$ cat config.mk
export PLATFORM = sky130hd
export DESIGN_NAME = spi_slave
export DESIGN_NICKNAME = d
export VERILOG_FILES = /design/src/rtl/spi_slave.sv
export SDC_FILE = /design/constraint.sdc
export NUM_CORES = 1
export LEC_CHECK = 0
export ABC_AREA = 1
export BUFFER_PORTS_ARGS = -buffer_cell sky130_fd_sc_hd__buf_2
export CAP_MARGIN = 0
export CORE_MARGIN = 2
export CORE_UTILIZATION = 51
export CTS_BUF_LIST = sky130_fd_sc_hd__clkbuf_2
export DETAILED_ROUTE_END_ITERATION = 12
export PLACE_DENSITY = 0.77
export SYNTH_ARGS = -nofsm -noshare
export SYNTH_HDL_FRONTEND = slang
export SYNTH_SLANG_ARGS = --single-unit
export TNS_END_PERCENT = 100
$ cat constraint.sdc
create_clock -name sclk -period 1.1 [get_ports sclk]
set_input_delay 0.055 -clock sclk [delete_from_list [all_inputs] [get_ports sclk]]
set_output_delay 0.055 -clock sclk [all_outputs]
set_load 0.02 [all_outputs]
$ cat src/rtl/spi_slave.sv
// spi_slave: single-clock SPI slave shift engine clocked by the master's sclk.
//
// Ports:
//   sclk     in   1           SPI serial clock; all logic on its rising edge
//   rst      in   1           synchronous active-high reset
//   mosi     in   1           serial data from master
//   miso     out  1           serial data to master (registered)
//   data_in  in   DATA_WIDTH  transmit word, captured while load=1
//   load     in   1           arm a new frame and capture data_in
//   data_out out  DATA_WIDTH  last complete received word
//   done     out  1           one-cycle pulse when a frame completes
//
// Build option: define SPI_SLAVE_LSB_FIRST_EN for LSB-first framing on both
// lines; the default build is MSB first.
module spi_slave #(
    parameter int DATA_WIDTH = 8
) (
    input  logic                  sclk,
    input  logic                  rst,
    input  logic                  mosi,
    output logic                  miso,
    input  logic [DATA_WIDTH-1:0] data_in,
    input  logic                  load,
    output logic [DATA_WIDTH-1:0] data_out,
    output logic                  done
);
    localparam int CW = $clog2(DATA_WIDTH) + 1;

    typedef enum logic [1:0] {IDLE, ARM, SHIFT} state_t;

    state_t                state, state_n;
    // The bit currently on miso lives in the miso register itself, so tx only
    // holds the DATA_WIDTH-1 bits still waiting to go out. Likewise the final
    // received bit is taken straight from mosi, so rx holds DATA_WIDTH-1 bits.
    logic [DATA_WIDTH-2:0] tx, tx_n, rx, rx_n;
    logic [CW-1:0]         cnt, cnt_n;
    logic                  miso_n, done_n;
    logic [DATA_WIDTH-1:0] data_out_n;

    logic [DATA_WIDTH-1:0] rx_word, tx_word;
    logic [DATA_WIDTH-2:0] rx_shift, tx_shift, load_rest;
    logic                  tx_bit, load_bit;

`ifdef SPI_SLAVE_LSB_FIRST_EN
    assign rx_word   = {mosi, rx};
    assign rx_shift  = rx_word[DATA_WIDTH-1:1];
    assign tx_word   = {1'b0, tx};
    assign tx_shift  = tx_word[DATA_WIDTH-1:1];
    assign tx_bit    = tx_word[0];
    assign load_bit  = data_in[0];
    assign load_rest = data_in[DATA_WIDTH-1:1];
`else
    assign rx_word   = {rx, mosi};
    assign rx_shift  = rx_word[DATA_WIDTH-2:0];
    assign tx_word   = {tx, 1'b0};
    assign tx_shift  = tx_word[DATA_WIDTH-2:0];
    assign tx_bit    = tx_word[DATA_WIDTH-1];
    assign load_bit  = data_in[DATA_WIDTH-1];
    assign load_rest = data_in[DATA_WIDTH-2:0];
`endif

    always_ff @(posedge sclk) begin
        if (rst) begin
            state    <= IDLE;
            tx       <= '0;
            rx       <= '0;
            cnt      <= '0;
            miso     <= 1'b0;
            done     <= 1'b0;
            data_out <= '0;
        end else begin
            state    <= state_n;
            tx       <= tx_n;
            rx       <= rx_n;
            cnt      <= cnt_n;
            miso     <= miso_n;
            done     <= done_n;
            data_out <= data_out_n;
        end
    end

    always_comb begin
        state_n    = state;
        tx_n       = tx;
        rx_n       = rx;
        cnt_n      = cnt;
        miso_n     = miso;
        done_n     = 1'b0;
        data_out_n = data_out;
        // load wins in every state: arms from IDLE, recaptures in ARM and
        // aborts a frame in progress, dropping the partial rx word.
        if (load) begin
            state_n = ARM;
            tx_n    = load_rest;
            rx_n    = '0;
            cnt_n   = '0;
            miso_n  = load_bit;
        end else begin
            case (state)
                IDLE: miso_n = 1'b0;
                ARM: state_n = SHIFT;
                SHIFT: begin
                    rx_n   = rx_shift;
                    tx_n   = tx_shift;
                    miso_n = tx_bit;
                    cnt_n  = cnt + CW'(1);
                    if (cnt == CW'(DATA_WIDTH - 1)) begin
                        data_out_n = rx_word;
                        done_n     = 1'b1;
                        miso_n     = 1'b0;
                        state_n    = IDLE;
                    end
                end
                default: begin
                    state_n = IDLE;
                    miso_n  = 1'b0;
                end
            endcase
        end
    end
endmodule

==> run metrics <==
Placer Congestion 0.6987; met2 WL ~1.2 mm; CTS tree done; Pwr Density about 1200 nW/um^2; ANT nets after route 0; highest routed layer met4; Worst Setup Slack, final ~7.3 ps; distinct cell type count after synthesis 18; total track usage 0.1992; via/cell ratio 4.828; largest net degree at the start of global routing 13; DP Wirelength between 1.5 and 2 mm; die height around 54 um; clk_lat worst skew 370 ps; Setup Skew roughly 18 ps; register bit total from synthesis 30; pre-CTS setup slack -42.57 ps; die area 2892 sq um; most numerous cell in the Yosys netlist nand2_1; reg2reg end data_out[7]$_SDFFE_PP0P_; hold path start data_in[5]; Post-Syn Instances around 170; Crit. Startpoint cnt[1]$_SDFFE_PP0N_; Setup Viol. Count Final 0; ant diodes 0; Sink Count 30; Req. time, crit path ~1400 ps; CTS root buffer clkbuf_2; async set or reset register ratio after synthesis 0; syn_nets ~190; Layout area overhead 23.37%; grt ovf 0; hold depth 5; PortBufs 21; Critical Path Start Type register; Mean Syn Cell Area roughly 7.3 sq um; Final min period 1093 ps; R2R Path Start cnt[1]$_SDFFE_PP0N_; Final #Nets about 220; Pins Over Slew Limit 0; Hold EP tx[5]$_SDFFE_PP0P_; Pleak between 0.7 and 0.8 nW; run status complete, no violations; Synth Flop Type dfxtp_1; CTS clk-pin slew, worst paths approximately 150 ps; synthesized area about 1300 sq um; Rows 18; f_max 915.2 MHz; worst path arrival time about 1400 ps; Die W between 50 and 60 um; Reg2Reg Setup Slack between 7 and 8 ps; maximum VDD drop 1.013 mV; Hold Path Class primary input to register; Core ar. between 2000 and 2500 sq um; final hold slack a little over 8 ps; fin util 0.6469; DP Area roughly 1400 sq um; Fill cells 210; Synth area leaders dfxtp_1, nand2_1, nor2_1; final instance area approximately 1600 sq um; RSZ-0062 raised after global routing yes; Slew Limit Headroom 0.8531; Yosys top cell by area dfxtp_1; R2R depth 5; Initial Util 0.5244; commonest cells in the netlist nand2_1, dfxtp_1, nor2_1, a21oi_1, nand3_1; Pre-antenna DRT Iters 4; First DRT Iteration DRCs 23; final setup TNS 0 ps; Tcrit/Tclk final 0.9933; share of cells above drive strength 1 0.2740; Final Hold Fails 0; vias in the first global route between 900 and 1,000; Synth top area share 0.4752; max_cap viols 0; Boundary Pins 22; Post-synth EDFFs 0; initial antenna violation count 0; DR WL/cell a little over 10 um; Worst-Margin Slew ~220 ps; routed wire length between 2 and 2.5 mm; first-pass GRT wire length ~4.0 mm; Syn. warnings 0; CP max FO 8; CP Capture Type register; CTS buffer count 5; # H-tree levels 2; M1 wire length roughly 1.1 mm; Longest Clk Path Bufs 2; sequential area share after synthesis 0.4752; Crit Path Class register to register; met3 routed WL 155 um; DRC viols 0; via count ~1,100
-- cells in the final DEF, fill, tap and decap left out, types with 2 or more instances in the layout --
cell type,netlist,routed
nand2_4,3,3
clkbuf_2,0,7
a21oi_1,15,15
inv_2,5,4
nor2_1,22,22
dlygate4sd3_1,0,4
dfxtp_1,30,26
nand3_2,0,3
o21ai_1,8,8
buf_4,2,7
o21ai_0,2,2
buf_2,2,21
nor2_4,1,3
nand3_1,14,11
nand2_1,50,49
dfxtp_2,0,3
inv_1,12,12
-- worst max-delay path by stage --
stage	end	slack (ps)
after global placement	data_out[1]$_SDFFE_PP0P_	-10
after detailed placement	data_out[1]$_SDFFE_PP0P_	-40
final	data_out[7]$_SDFFE_PP0P_	7
after global routing	data_out[5]$_SDFFE_PP0P_	-60
after CTS	data_out[1]$_SDFFE_PP0P_	-10
after floorplan	data_out[0]$_SDFFE_PP0P_	20
-- stage by stage --
stage	cells	power, mW
floorplan	173	1.256
global placement	227	1.298
detailed placement	227	1.304
CTS	238	1.831
global route	238	1.921
finish	238	1.815
-- worst max-delay path, stage by stage, from the launching register on --
cell and delay (ps):
dfxtp_2 380, ha_4 150, nand3_2 160, nor2_8 200, nor2_1 60, nor2_1 90
-- what timing repair did --
item / 4_1_cts / 5_1_grt
endpoints found under the hold margin: 9 / 0
endpoints found under the setup margin: 10 / 15
gates cloned: 0 / 0
hold buffers: 4 / 0
pin swaps: 4 / 1
resized for setup: 10 / 2
buffers inserted: 0 / 0
-- where the power goes --
| group | switching (mW) | total [mW] | leakage, nW | internal [mW] |
|---|---|---|---|---|
| Sequential | 0.0148 | 1.12 | 0.245 | 1.11 |
| Combinational | 0.0994 | 0.171 | 0.428 | 0.0711 |
| Clock | 0.355 | 0.521 | 0.0291 | 0.165 |
-- kinds of logic after synthesis --
logic type      after synthesis  synth area share
flops                        30            0.4753
compound gates               26            0.1050
simple gates                 95            0.3396
buf+inv                      21           0.07029
fa+ha+maj                     1          0.009899
-- cell type report --
cell class                      count  area [sq um]  area share
Multi-Input combinational cell    122         614.3      0.3941
Sequential cell                    30         608.1      0.3900
Timing Repair Buffer               32         197.7      0.1268
Inverter                           17         66.31     0.04254
Tap cell                           30         37.54     0.02408
Clock buffer                        7         35.03     0.02247
-- state kept, by name (all words and copies together) (netlist names) --
signal and count:
cnt 4, state 2, rx 7, tx 7, miso 1, done 1, data_out 8
-- metal layers --
| metal | GRT usage | vias to the layer above |
|---|---|---|
| met5 | 0 | - |
| li1 | - | 614 |
| met3 | 0.09167 | 4 |
| met1 | 0.2367 | 504 |
| met2 | 0.3110 | 27 |
| met4 | 0.07692 | 0 |
Note: power is estimated with default switching activity, not from simulation.
